--- src/rtl/vga_timing_pkg.sv ---
// Default 640x480@60 timing constants and the frame-generator state encoding.
package vga_timing_pkg;

  localparam int unsigned VGA_H_ACTIVE = 640;
  localparam int unsigned VGA_H_FP     = 16;
  localparam int unsigned VGA_H_SYNC   = 96;
  localparam int unsigned VGA_H_BP     = 48;
  localparam int unsigned VGA_V_ACTIVE = 480;
  localparam int unsigned VGA_V_FP     = 10;
  localparam int unsigned VGA_V_SYNC   = 2;
  localparam int unsigned VGA_V_BP     = 33;

  typedef enum logic [1:0] {
    ST_IDLE  = 2'd0,
    ST_RUN   = 2'd1,
    ST_DRAIN = 2'd2
  } vga_state_t;

endpackage

--- src/rtl/vga_axis_counter.sv ---
// Modulo-MODULUS position counter; wrap flags the enabled step out of the last count.
module vga_axis_counter #(
  parameter int unsigned MODULUS = 800,
  parameter int unsigned CW      = 11
) (
  input  logic          clk_in,
  input  logic          reset,
  input  logic          clear,
  input  logic          en,
  output logic [CW-1:0] count,
  output logic          wrap
);

  localparam logic [CW-1:0] LAST = CW'(MODULUS - 1);

  assign wrap = en && (count == LAST);

  always_ff @(posedge clk_in) begin
    if (reset || clear) begin
      count <= '0;
    end else if (en) begin
      count <= (count == LAST) ? '0 : count + CW'(1);
    end
  end

endmodule

--- src/rtl/vga_timing_gen.sv ---
// VGA sync/timing generator: run-gated frame sequencer over h/v axis counters,
// with all outputs registered one cycle behind the counters.
module vga_timing_gen
  import vga_timing_pkg::*;
#(
  parameter int unsigned H_ACTIVE = VGA_H_ACTIVE,
  parameter int unsigned H_FP     = VGA_H_FP,
  parameter int unsigned H_SYNC   = VGA_H_SYNC,
  parameter int unsigned H_BP     = VGA_H_BP,
  parameter int unsigned V_ACTIVE = VGA_V_ACTIVE,
  parameter int unsigned V_FP     = VGA_V_FP,
  parameter int unsigned V_SYNC   = VGA_V_SYNC,
  parameter int unsigned V_BP     = VGA_V_BP,
  parameter logic        H_POL    = 1'b0,
  parameter logic        V_POL    = 1'b0,
  parameter int unsigned CW       = 11,
  parameter int unsigned FCW      = 16
) (
  input  logic           clk_in,
  input  logic           reset,
  input  logic           run,
  output logic           h_sync,
  output logic           v_sync,
  output logic           display_en,
  output logic [CW-1:0]  h_count,
  output logic [CW-1:0]  v_count,
  output logic           line_start,
  output logic           frame_start,
  output logic [FCW-1:0] frame_count,
  output logic           busy
);

  localparam int unsigned H_TOTAL = H_ACTIVE + H_FP + H_SYNC + H_BP;
  localparam int unsigned V_TOTAL = V_ACTIVE + V_FP + V_SYNC + V_BP;

  localparam logic [CW-1:0] H_ACT_END  = CW'(H_ACTIVE);
  localparam logic [CW-1:0] H_SYNC_BEG = CW'(H_ACTIVE + H_FP);
  localparam logic [CW-1:0] H_SYNC_END = CW'(H_ACTIVE + H_FP + H_SYNC);
  localparam logic [CW-1:0] V_ACT_END  = CW'(V_ACTIVE);
  localparam logic [CW-1:0] V_SYNC_BEG = CW'(V_ACTIVE + V_FP);
  localparam logic [CW-1:0] V_SYNC_END = CW'(V_ACTIVE + V_FP + V_SYNC);

  if (H_TOTAL >= 2**CW) begin : g_h_total_chk
    $error("vga_timing_gen: H_TOTAL does not fit in CW bits");
  end
  if (V_TOTAL >= 2**CW) begin : g_v_total_chk
    $error("vga_timing_gen: V_TOTAL does not fit in CW bits");
  end

  vga_state_t    state;
  vga_state_t    state_nxt;
  logic [CW-1:0] h;
  logic [CW-1:0] v;
  logic          h_wrap;
  logic          frame_end;
  logic          active;

  assign active = (state != ST_IDLE);

  vga_axis_counter #(.MODULUS(H_TOTAL), .CW(CW)) u_h_counter (
    .clk_in (clk_in),
    .reset  (reset),
    .clear  (!active),
    .en     (active),
    .count  (h),
    .wrap   (h_wrap)
  );

  vga_axis_counter #(.MODULUS(V_TOTAL), .CW(CW)) u_v_counter (
    .clk_in (clk_in),
    .reset  (reset),
    .clear  (!active),
    .en     (h_wrap),
    .count  (v),
    .wrap   (frame_end)
  );

  // Dropping run on the last pixel of a frame goes straight to IDLE so no
  // unrequested extra frame is drained.
  always_comb begin
    state_nxt = state;
    unique case (state)
      ST_IDLE:  if (run) state_nxt = ST_RUN;
      ST_RUN:   if (!run) state_nxt = frame_end ? ST_IDLE : ST_DRAIN;
      ST_DRAIN: begin
        if (run)            state_nxt = ST_RUN;
        else if (frame_end) state_nxt = ST_IDLE;
      end
      default:  state_nxt = ST_IDLE;
    endcase
  end

  always_ff @(posedge clk_in) begin
    if (reset) begin
      state       <= ST_IDLE;
      busy        <= 1'b0;
      h_count     <= '0;
      v_count     <= '0;
      display_en  <= 1'b0;
      h_sync      <= ~H_POL;
      v_sync      <= ~V_POL;
      line_start  <= 1'b0;
      frame_start <= 1'b0;
      frame_count <= '0;
    end else begin
      state       <= state_nxt;
      busy        <= (state_nxt != ST_IDLE);
      h_count     <= h;
      v_count     <= v;
      display_en  <= active && (h < H_ACT_END) && (v < V_ACT_END);
      h_sync      <= (active && (h >= H_SYNC_BEG) && (h < H_SYNC_END)) ? H_POL : ~H_POL;
      v_sync      <= (active && (v >= V_SYNC_BEG) && (v < V_SYNC_END)) ? V_POL : ~V_POL;
      line_start  <= active && (h == '0);
      frame_start <= active && (h == '0) && (v == '0);
      if (frame_end) begin
        frame_count <= frame_count + FCW'(1);
      end
    end
  end

endmodule

--- config.mk ---
export PLATFORM = sky130hd
export DESIGN_NAME = vga_timing_gen
export DESIGN_NICKNAME = d
export VERILOG_FILES = /design/src/rtl/vga_timing_pkg.sv /design/src/rtl/vga_axis_counter.sv /design/src/rtl/vga_timing_gen.sv
export SDC_FILE = /design/constraint.sdc
export NUM_CORES = 1
export LEC_CHECK = 0
export ABC_AREA = 1
export BUFFER_PORTS_ARGS = -buffer_cell sky130_fd_sc_hd__buf_4
export CORE_MARGIN = 4
export CORE_UTILIZATION = 35
export DETAILED_ROUTE_END_ITERATION = 16
export GPL_TIMING_DRIVEN = 0
export PLACE_DENSITY = 0.61
export SYNTH_ARGS = -nofsm -noshare
export SYNTH_HDL_FRONTEND = slang
export SYNTH_SLANG_ARGS = --single-unit
--- constraint.sdc ---
create_clock -name clk_in -period 1.6 [get_ports clk_in]
set_input_delay 0.08 -clock clk_in [delete_from_list [all_inputs] [get_ports clk_in]]
set_output_delay 0.08 -clock clk_in [all_outputs]
set_load 0.01 [all_outputs]
After elaboration in Yosys (flattened, before gate mapping). Index checks and enable logic that the tools add are counted.

Register bits: 68. Latch bits: 0. Memory bits (writable): 0. Memory bits (read-only): 0. Input bits: 3. Output and inout port bits: 44. Logic and storage cells: 52. Memories kept: 0.

Add/subtract/negate cells: 3. Multipliers: 0. Divide/modulo/power cells: 0. $lt $le $gt $ge: 6. Equality and inequality tests: 4. Shift operators: 0. Multiplexer cells: 10. Bitwise logic cells: 0. Reduce and logical (&&, ||, !) cells: 17.

Operators by type and width (count): $add 11x1->11 const B (2); $eq 11x10->1 const B (2); $logic_not 11->1 (2); $lt 11x10->1 const B (2); $lt 11x9->1 const B (2); $mux 11 (2); $add 16x1->16 const B (1); $ge 11x10->1 const B (1); $ge 11x9->1 const B (1); $logic_and 1x1->1 (10); $mux 2 (5); $pmux 2 s3 (1); $reduce_bool 2->1 (2); $eq 2x1->1 const B (1); $eq 2x2->1 const B (1); $logic_not 2->1 (1); $mux 1 (2); $logic_not 1->1 (1); $logic_or 1x1->1 (1).

Depth between registers and ports, before layout. Gate-level depths: netlist of run 1.

Word-level depth: 7. Depth in mapped cells: 10.

Hierarchy. From an unflattened synthesis of run 1, not the netlist that was laid out.

Cells, all modules: 396. Area total of the unflattened synthesis: 2957.8 um^2.

Modules (own cells, without submodules): vga_timing_gen (instances 1, cells an instance 239, area each 1776.7 um^2, sequential area each 920.9 um^2); vga_axis_counter at u_v_counter (instances 1, cells an instance 81, area each 616.8 um^2, sequential area each 220.2 um^2); vga_axis_counter at u_h_counter (instances 1, cells an instance 76, area each 564.3 um^2, sequential area each 220.2 um^2).

Worst setup path after synthesis of run 1. No wires, ideal clock.

Path kind: flip-flop to flip-flop. Start point: register u_h_counter.count[0]. End point: register frame_count[11]. Library setup time: 0.136 ns. Data arrival time: 1.376 ns. Data required time: 1.464 ns. Path slack: 0.088 ns. Stages on the path, launching flop included: 10. Path buffers: 1. Path through: dfxtp_1 -> ha_1 -> nand2_1 -> nor2_2 -> nand4_4 -> inv_4 -> nand2_2 -> buf_6 -> nand2_1 -> a21oi_2.

Word-level cells in the longest chain between the ends: 3.

RTL lines: start, declared (line vga_axis_counter.sv:10) `output logic [CW-1:0] count,`; start signal, assigned (line vga_axis_counter.sv:22) `count <= (count == LAST) ? '0 : count + CW'(1);`; $eq 11x10->1 (line vga_axis_counter.sv:16) `assign wrap = en && (count == LAST);`; $logic_and 1x1->1 (2 in series) (line vga_axis_counter.sv:16); end signal, assigned (line vga_timing_gen.sv:116) `frame_count <= frame_count + FCW'(1);`; end, declared (line vga_timing_gen.sv:29) `output logic [FCW-1:0] frame_count,`.

Every way passes these cells. A chain may end at the register's enable or synchronous reset.

Worst setup path after layout of run 1.
Start point: register u_h_counter.count[0]. End point: register frame_count[7].

The elaborated chain is that of the path after synthesis.

==> results of run 1 <==
cell usage in the layout, fill, tap and decap left out, types with 7 or more instances in the layout:
cell,instances
a21oi_1,23
a21oi_2,9
buf_4,49
clkbuf_8,9
dfxtp_1,59
dfxtp_2,7
inv_1,40
nand2_1,98
nand2_2,17
nand3_1,30
nand4_1,15
nor2_1,67
xor2_1,10
registers in the layout (all words and copies together), names as in the netlist:
register           cells
frame_start            1
v_sync                 1
h_count               11
u_h_counter.count     11
h_sync                 1
display_en             1
line_start             1
u_v_counter.count     11
busy                   1
v_count               11
state                  2
frame_count           16
power by group:
part	internal (mW)	switching, mW	total, mW
combinational	0.0277	0.0584	0.0861
clock	0.719	0.664	1.38
sequential	1.70	0.00698	1.71
cell families (layout without fill, tap and decap cells):
kind of cell               Yosys count  in the layout
adders and majority gates            5              5
buffers and inverters               56            122
AOI/OAI and AO/OA                   38             38
DFF                                 68             68
and+or+nand+nor                    249            249
xor gates and xnor gates            13             13
final timing paths:
check             depth (start not counted)                    to  slack, ps                  from
setup reg to reg                          8        frame_count[7]        110  u_h_counter.count[0]
hold reg to reg                           1  u_h_counter.count[0]        450  u_h_counter.count[0]
hold / removal                            4              state[0]         90                 reset
setup / recovery                          8        frame_count[7]        110  u_h_counter.count[0]
critical path, stage by stage (launching register included):
cell and delay [ps]:
dfxtp_4 370, ha_4 150, nand2_2 70, nor2_4 120
nand4_4 190, nor2_8 180, buf_12 150, nand2_2 50
a21oi_2 130
final cells by class:
cell class / instances / area (µm²)
fill: 860 / 4770
timing repair buffer: 50 / 378
clock inverter: 6 / 65.1
inverter: 47 / 184
buffer: 9 / 67.6
clock buffer: 10 / 128
tap: 108 / 135
sequential: 68 / 1380
multi-input combinational: 305 / 1610
metal layers:
metal / vias up / wire length [µm] / global-route usage (%)
li1: 1485 / - / -
met1: 1362 / 3400 / 18.6
met2: 61 / 3750 / 25.2
met3: 2 / 346 / 4.74
met4: 0 / 42 / 4.94
met5: - / 0 / 0
metrics by stage:
| stage | hold slack [ps] | area (µm²) |
|---|---|---|
| global placement | 324 | 3620 |
| finish | 91.1 | 3950 |
| global route | 114 | 3950 |
| CTS | 63.2 | 3870 |
| detailed placement | 335 | 3620 |
| floorplan | 223 | 3140 |
what timing repair did:
item | 4_1_cts | 5_1_grt
setup buffers | 3 | 0
hold buffers | 1 | 0
resized for setup | 9 | 30
pin swaps | 3 | 3
endpoints found under the setup margin | 17 | 32
endpoints found under the hold margin | 3 | 0
cloned | 0 | 0
==> impl_summary.txt, run 1 <==
----------------------------------------------------
[Outcome]
  Result of the run ... completed

[Timing]
  Endpoints failing setup ... 0
  Crit path setup slack, layout ... ~110 ps
  Maximum frequency from static timing analysis ... 0.673 GHz
  Post-route clock skew ... 3.77 ps
  Worst-case headroom to the max-slew limit ... 61.4%
  Summed negative setup slack over all endpoints ... 0 ps
  Minimum period implied by the final worst setup slack ... 1490 ps
  Actual slew at the worst max-slew pin ... 579 ps
  Number of hold violations in the final report ... 0
  Final cycle utilization of the critical path ... 92.9%
  Number of pins exceeding their max-slew limit in the final report ... 0

[Floorplanning]
  Core Box Area ... 8720 µm²
  Starting density of the core ... between 30 and 40%
  Die height ... 103 µm
  Die W ... 103 µm
  Die outline area ... 10500 µm²
  I/O pin count ... 47
  Floorplan row count ... 34

[Critical path]
  Endpoint arrival time on the critical path ... roughly 1800 ps
  Crit path launch type ... flip-flop
  Critical path peak fanout ... 10
  CP Class ... reg -> reg
  Crit path required time ... 1880 ps
  Element type at the critical path end ... flip-flop

[CTS]
  CTS buffer count ... 9
  CTS tree ... done
  Total number of H-tree levels ... 3
  Clock-pin slew on the worst setup and hold paths ... approximately 70 ps
  CTS Buffer Depth ... 2
  CTS Root Buffer Type ... clkbuf_8
  Clock network latency to the later pin of the worst-skew pair ... 340 ps
  Clock Sinks ... 68

[Cells and area]
  Ratio of cells with drive above 1 in the final layout ... 26.1%
  Non-Filler Instances ... 603
  Count of antenna diodes in the layout ... 0
  Share of the core filled with cells in the final layout ... 45.3%
  Layout net count ... 498
  Layout overhead on the synthesized area ... 25.7%

[Synthesis]
  Nets in the synthesized netlist ... 437
  Synth Area in Compound Gates ... 7.13%
  Simple-gate share of the synthesized area ... 36.1%
  Most common cell in the synthesized netlist ... nand2_1
  Number of different library cells in the post-synthesis netlist ... 28
  Portion of netlist area occupied by mux cells ... 0%
  Share of synthesized flip-flops with an asynchronous set or reset ... 0%
  Warning count from the yosys run ... 0
  Total of flip-flops plus latches after synthesis ... 68
  Top cell type's share of synthesized area ... 43.4%
  Dominant combinational cell family by area after synthesis ... simple AND/OR/NAND/NOR gates
  Top FF cell, synth ... dfxtp_1
  Count of flip-flops with a built-in enable after synthesis ... 0
  Average instance area after synthesis ... 7.32 µm²
  Post-synthesis instance area ... 3140 µm²
  Xor/xnor cell area share of the yosys netlist ... 3.63%
  Largest cells by area after synthesis ... dfxtp_1 43%, nand2_1 12%, nor2_1 8.5%, inv_1 5.1%, nand3_1 4.8%
  Cell type with the largest total area after synthesis ... dfxtp_1
  Sequential fraction of the synthesis area ... between 40 and 50%
  Count of mapped cells out of synthesis ... around 430
  Adder and majority gate portion of the synthesized area ... 1.99%
  Commonest cells post-synth ... 102 x nand2_1, 71 x nor2_1, 68 x dfxtp_1

[GRT]
  Maximum number of pins on one net before global-route repair ... 13
  Global Route Usage Sum ... between 15 and 20%
  Number of antenna violations at the first check in global routing ... 0
  Vias in the first global route ... 2735
  Wire length of the first global-routing pass ... about 12 mm
  GR Overflow Total ... 0

[Place]
  Place WS ... -137 ps
  Number of buffer cells added on primary ports ... 46
  Placer Congestion ... 0.863
  Total half-perimeter wirelength after legalization and detailed placement ... 5.55 mm
  Number of cells in the design after placement ... 583

[Pwr]
  Total Power ... 3.18 mW
  Worst VDD drop ... 0.407 mV
  Power density of the placed cells ... 805 nW/µm²
  Total leakage power ... 1.59 nW

[Route]
  Post-Route WL ... 7.55 mm
  Average wire per standard cell ... ~13 µm
  Residual antenna-violating net count after detailed routing ... 0
  Drt initial violations ... about 140
  Length of the first detailed-routing pass in iterations ... 5
  Avg Vias per Cell ... a little under 5
  Routed via count ... between 2000 and 3000
  Remaining routing DRC violations ... 0

[Job]
  Number of maximum-capacitance constraint violations ... 0

[Hold path]
  Classification of the worst-slack hold path ... in -> reg

----------------------------------------------------
Power figures use the tool's default switching activity.
==> run 2, diff against run 1 <==
--- a/config.mk
+++ b/config.mk
@@ -6,12 +6,13 @@
 export NUM_CORES = 1
 export LEC_CHECK = 0
 export ABC_AREA = 1
-export BUFFER_PORTS_ARGS = -buffer_cell sky130_fd_sc_hd__buf_4
 export CORE_MARGIN = 4
 export CORE_UTILIZATION = 35
 export DETAILED_ROUTE_END_ITERATION = 16
+export DONT_BUFFER_PORTS = 1
 export GPL_TIMING_DRIVEN = 0
-export PLACE_DENSITY = 0.61
+export PLACE_DENSITY = 0.57
 export SYNTH_ARGS = -nofsm -noshare
 export SYNTH_HDL_FRONTEND = slang
+export SYNTH_HIERARCHICAL = 1
 export SYNTH_SLANG_ARGS = --single-unit
==> impl_summary.txt, run 2 <==
----------------------------------------------------
[Outcome]
  Result of the run ... finished, violations left
  Violations in the final reports ... negative setup slack

[Synthesis]
  Count of flip-flops with a built-in enable after synthesis ... 0
  Number of different library cells in the post-synthesis netlist ... 29
  Cell type with the largest total area after synthesis ... dfxtp_1
  Largest cells by area after synthesis ... dfxtp_1 46%, nor2_1 10%, nand2_1 7.7%, inv_1 7.2%, nand3_1 4.2%
  Nets in the synthesized netlist ... 403
  Count of mapped cells out of synthesis ... 396
  Post-synthesis instance area ... 2960 µm²
  Average instance area after synthesis ... 7.47 µm²
  Most common cell in the synthesized netlist ... nor2_1
  Warning count from the yosys run ... 6
  Total of flip-flops plus latches after synthesis ... 68
  Top cell type's share of synthesized area ... 46.0%
  Commonest cells post-synth ... 82 x nor2_1, 68 x dfxtp_1, 61 x nand2_1
  Top FF cell, synth ... dfxtp_1
  Share of synthesized flip-flops with an asynchronous set or reset ... 0%
  Sequential fraction of the synthesis area ... 46.0%

[Route]
  Avg Vias per Cell ... 4.57
  Residual antenna-violating net count after detailed routing ... 0
  Routed via count ... 2505
  Wire length on met1 ... 3.15 mm
  Average wire per standard cell ... 12.8 µm
  Remaining routing DRC violations ... 0
  Met3 routed WL ... 336 µm
  Met2 WL post-DR ... around 3.4 mm
  Drt initial violations ... 191
  Length of the first detailed-routing pass in iterations ... 4
  Post-Route WL ... 7.00 mm
  Max layer used ... met4

[Floorplanning]
  I/O pin count ... 47
  Core Box Area ... 8220 µm²
  Die W ... approximately 100 µm
  Die outline area ... 9990 µm²
  Starting density of the core ... 36.0%
  Floorplan row count ... 33
  Die height ... 99.9 µm

[CTS]
  Clock Sinks ... 68
  Clock-pin slew on the worst setup and hold paths ... 70 ps
  CTS Root Buffer Type ... clkbuf_8
  CTS tree ... done
  Total number of H-tree levels ... 3
  CTS Buffer Depth ... 2
  Clock network latency to the later pin of the worst-skew pair ... 340 ps
  CTS buffer count ... 9

[Cells and area]
  Commonest non-fill, non-tap cell in the layout ... nor2_1
  Layout overhead on the synthesized area ... 29.7%
  Commonest non-fill, non-tap cells in the layout ... 71 x nor2_1, 61 x dfxtp_1, 54 x nand2_1, 52 x inv_1, 21 x buf_4
  Count of antenna diodes in the layout ... 0
  Register bank with the most flops ... frame_count
  Final Cell Area ... 3840 µm²
  Layout net count ... 445
  Ratio of cells with drive above 1 in the final layout ... 29.6%
  Max reg flops ... 16
  Share of the core filled with cells in the final layout ... 46.7%

[Critical path]
  Sequence of cells on the critical path ... ha_4, nand2_4, nor2_4, nand2_2, nor2_4, nand2_2, nor2_2, nand3_2, inv_2, nand2_2, inv_4, buf_6, nand3_4, o21bai_1, nand2_1, nor2_1
  Buffer and inverter count on the worst path ... 3
  Reg-to-reg startpoint ... u_h_counter/count[1]
  Crit path launch type ... flip-flop
  Crit path required time ... ~1900 ps
  Worst r2r dst ... frame_count[7]
  Element type at the critical path end ... flip-flop
  CP top delay family ... simple AND/OR/NAND/NOR gates
  Flop2flop setup slack ... -280 ps
  Critical path launch point ... u_h_counter/count[1]
  Largest stage delay, worst path ... 360 ps
  Most frequent cell on the critical path ... nand2_2
  Endpoint arrival time on the critical path ... 2160 ps
  CP Class ... reg -> reg
  CP Capture Point ... frame_count[7]
  Worst r2r path cells ... 16
  Depth of the critical timing path with buffers and inverters included ... 16
  Critical path peak fanout ... 3
  CP max-delay cell ... dfxtp_4

[Timing]
  Actual slew at the worst max-slew pin ... 457 ps
  Crit path setup slack, layout ... -283 ps
  Post-route clock skew ... 12.8 ps
  Unrepaired setup endpoints after global routing ... yes
  Number of hold violations in the final report ... 0
  Minimum period implied by the final worst setup slack ... 1880 ps
  Worst-case headroom to the max-slew limit ... 69.4%
  Endpoints failing setup ... 26
  Number of pins exceeding their max-slew limit in the final report ... 0
  Final cycle utilization of the critical path ... 118%
  Maximum frequency from static timing analysis ... 0.531 GHz
  Min Hold Slack ... approximately 19 ps

[GRT]
  Wire length of the first global-routing pass ... 11.5 mm
  Number of antenna violations at the first check in global routing ... 0
  GR Overflow Total ... 0
  Maximum number of pins on one net before global-route repair ... 13
  Vias in the first global route ... about 2400
  Global Route Usage Sum ... 14.4%

[Hold path]
  Classification of the worst-slack hold path ... in -> reg

[Place]
  Placer Congestion ... 0.827
  Number of buffer cells added on primary ports ... 0
  Placement-stage cell area ... 3130 µm²
  Total half-perimeter wirelength after legalization and detailed placement ... roughly 4.9 mm
  Place WS ... -622 ps

[Pwr]
  Total leakage power ... 1.55 nW
  Total Power ... 3.55 mW
  Worst VDD drop ... 0.381 mV
  Power density of the placed cells ... 926 nW/µm²

[Job]
  Number of maximum-capacitance constraint violations ... 0

----------------------------------------------------
[run 2: worst register-to-register path, stage by stage (launching register included)]
cell and delay, ps:
dfxtp_4 360, ha_4 150, nand2_4 50, nor2_4 90, nand2_2 80, nor2_4 110, nand2_2 60, nor2_2 90
nand3_2 100, inv_2 90, nand2_2 70, inv_4 90, buf_6 100, nand3_4 70, o21bai_1 140, nand2_1 70
nor2_1 100
[run 2: what timing repair did]
action                                 CTS  global route
endpoints found under the hold margin   10             2
setup buffers                           17             9
hold buffers                             6             1
setup endpoints to repair               29            39
gates cloned                             0             0
pin swaps                               13            25
gates resized for setup                 17            43
[run 2: worst min path at each step]
stage | start | slack [ps] | depth (start not counted) | endpoint
4_1_cts | reset | 0.2 | 3 | u_v_counter/count[3]
5_1_grt | reset | 20 | 3 | u_v_counter/count[0]
2_1_floorplan | run | 220 | 2 | state[0]
6_report | reset | 20 | 3 | u_v_counter/count[2]
3_5_place_dp | run | 240 | 2 | state[0]
3_3_place_gp | run | 230 | 2 | state[0]
[run 2: cells by family after synthesis]
kind of cell / Yosys count / synth area share (%)
adders and majority gates: 4 / 1.69
xor gates and xnor gates: 10 / 2.96
muxes: 1 / 0.338
DFF: 68 / 46.0
and+or+nand+nor: 218 / 35.1
AOI/OAI and AO/OA: 24 / 4.48
buffers and inverters: 71 / 9.43
[run 2: metrics by stage]
| stage | TNS (ps) | instances |
|---|---|---|
| 3_5_place_dp | -9580 | 501 |
| 5_1_grt | -9130 | 548 |
| 2_1_floorplan | -3280 | 396 |
| 6_report | -4750 | 548 |
| 4_1_cts | -6580 | 540 |
| 3_3_place_gp | -8050 | 501 |
[run 2: area by class of cell]
class,instances,area [µm²]
fill,787,4380
clock inverter,6,111
tap,105,131
clock buffer,10,138
buffer,5,33.8
inverter,65,251
sequential,68,1380
timing repair buffer,32,278
multi-input combinational,257,1520
[run 2: where the power goes]
part | internal (mW) | leakage, nW | switching [mW]
sequential | 1.70 | 0.553 | 0.0108
combinational | 0.0452 | 0.871 | 0.0670
clock | 1.08 | 0.122 | 0.651
[run 2: metal layers]
metal | vias to the layer above | global-route usage, %
li1 | 1315 | -
met1 | 1137 | 18.2
met2 | 47 | 23.2
met3 | 6 | 4.86
met4 | 0 | 4.41
met5 | - | 0
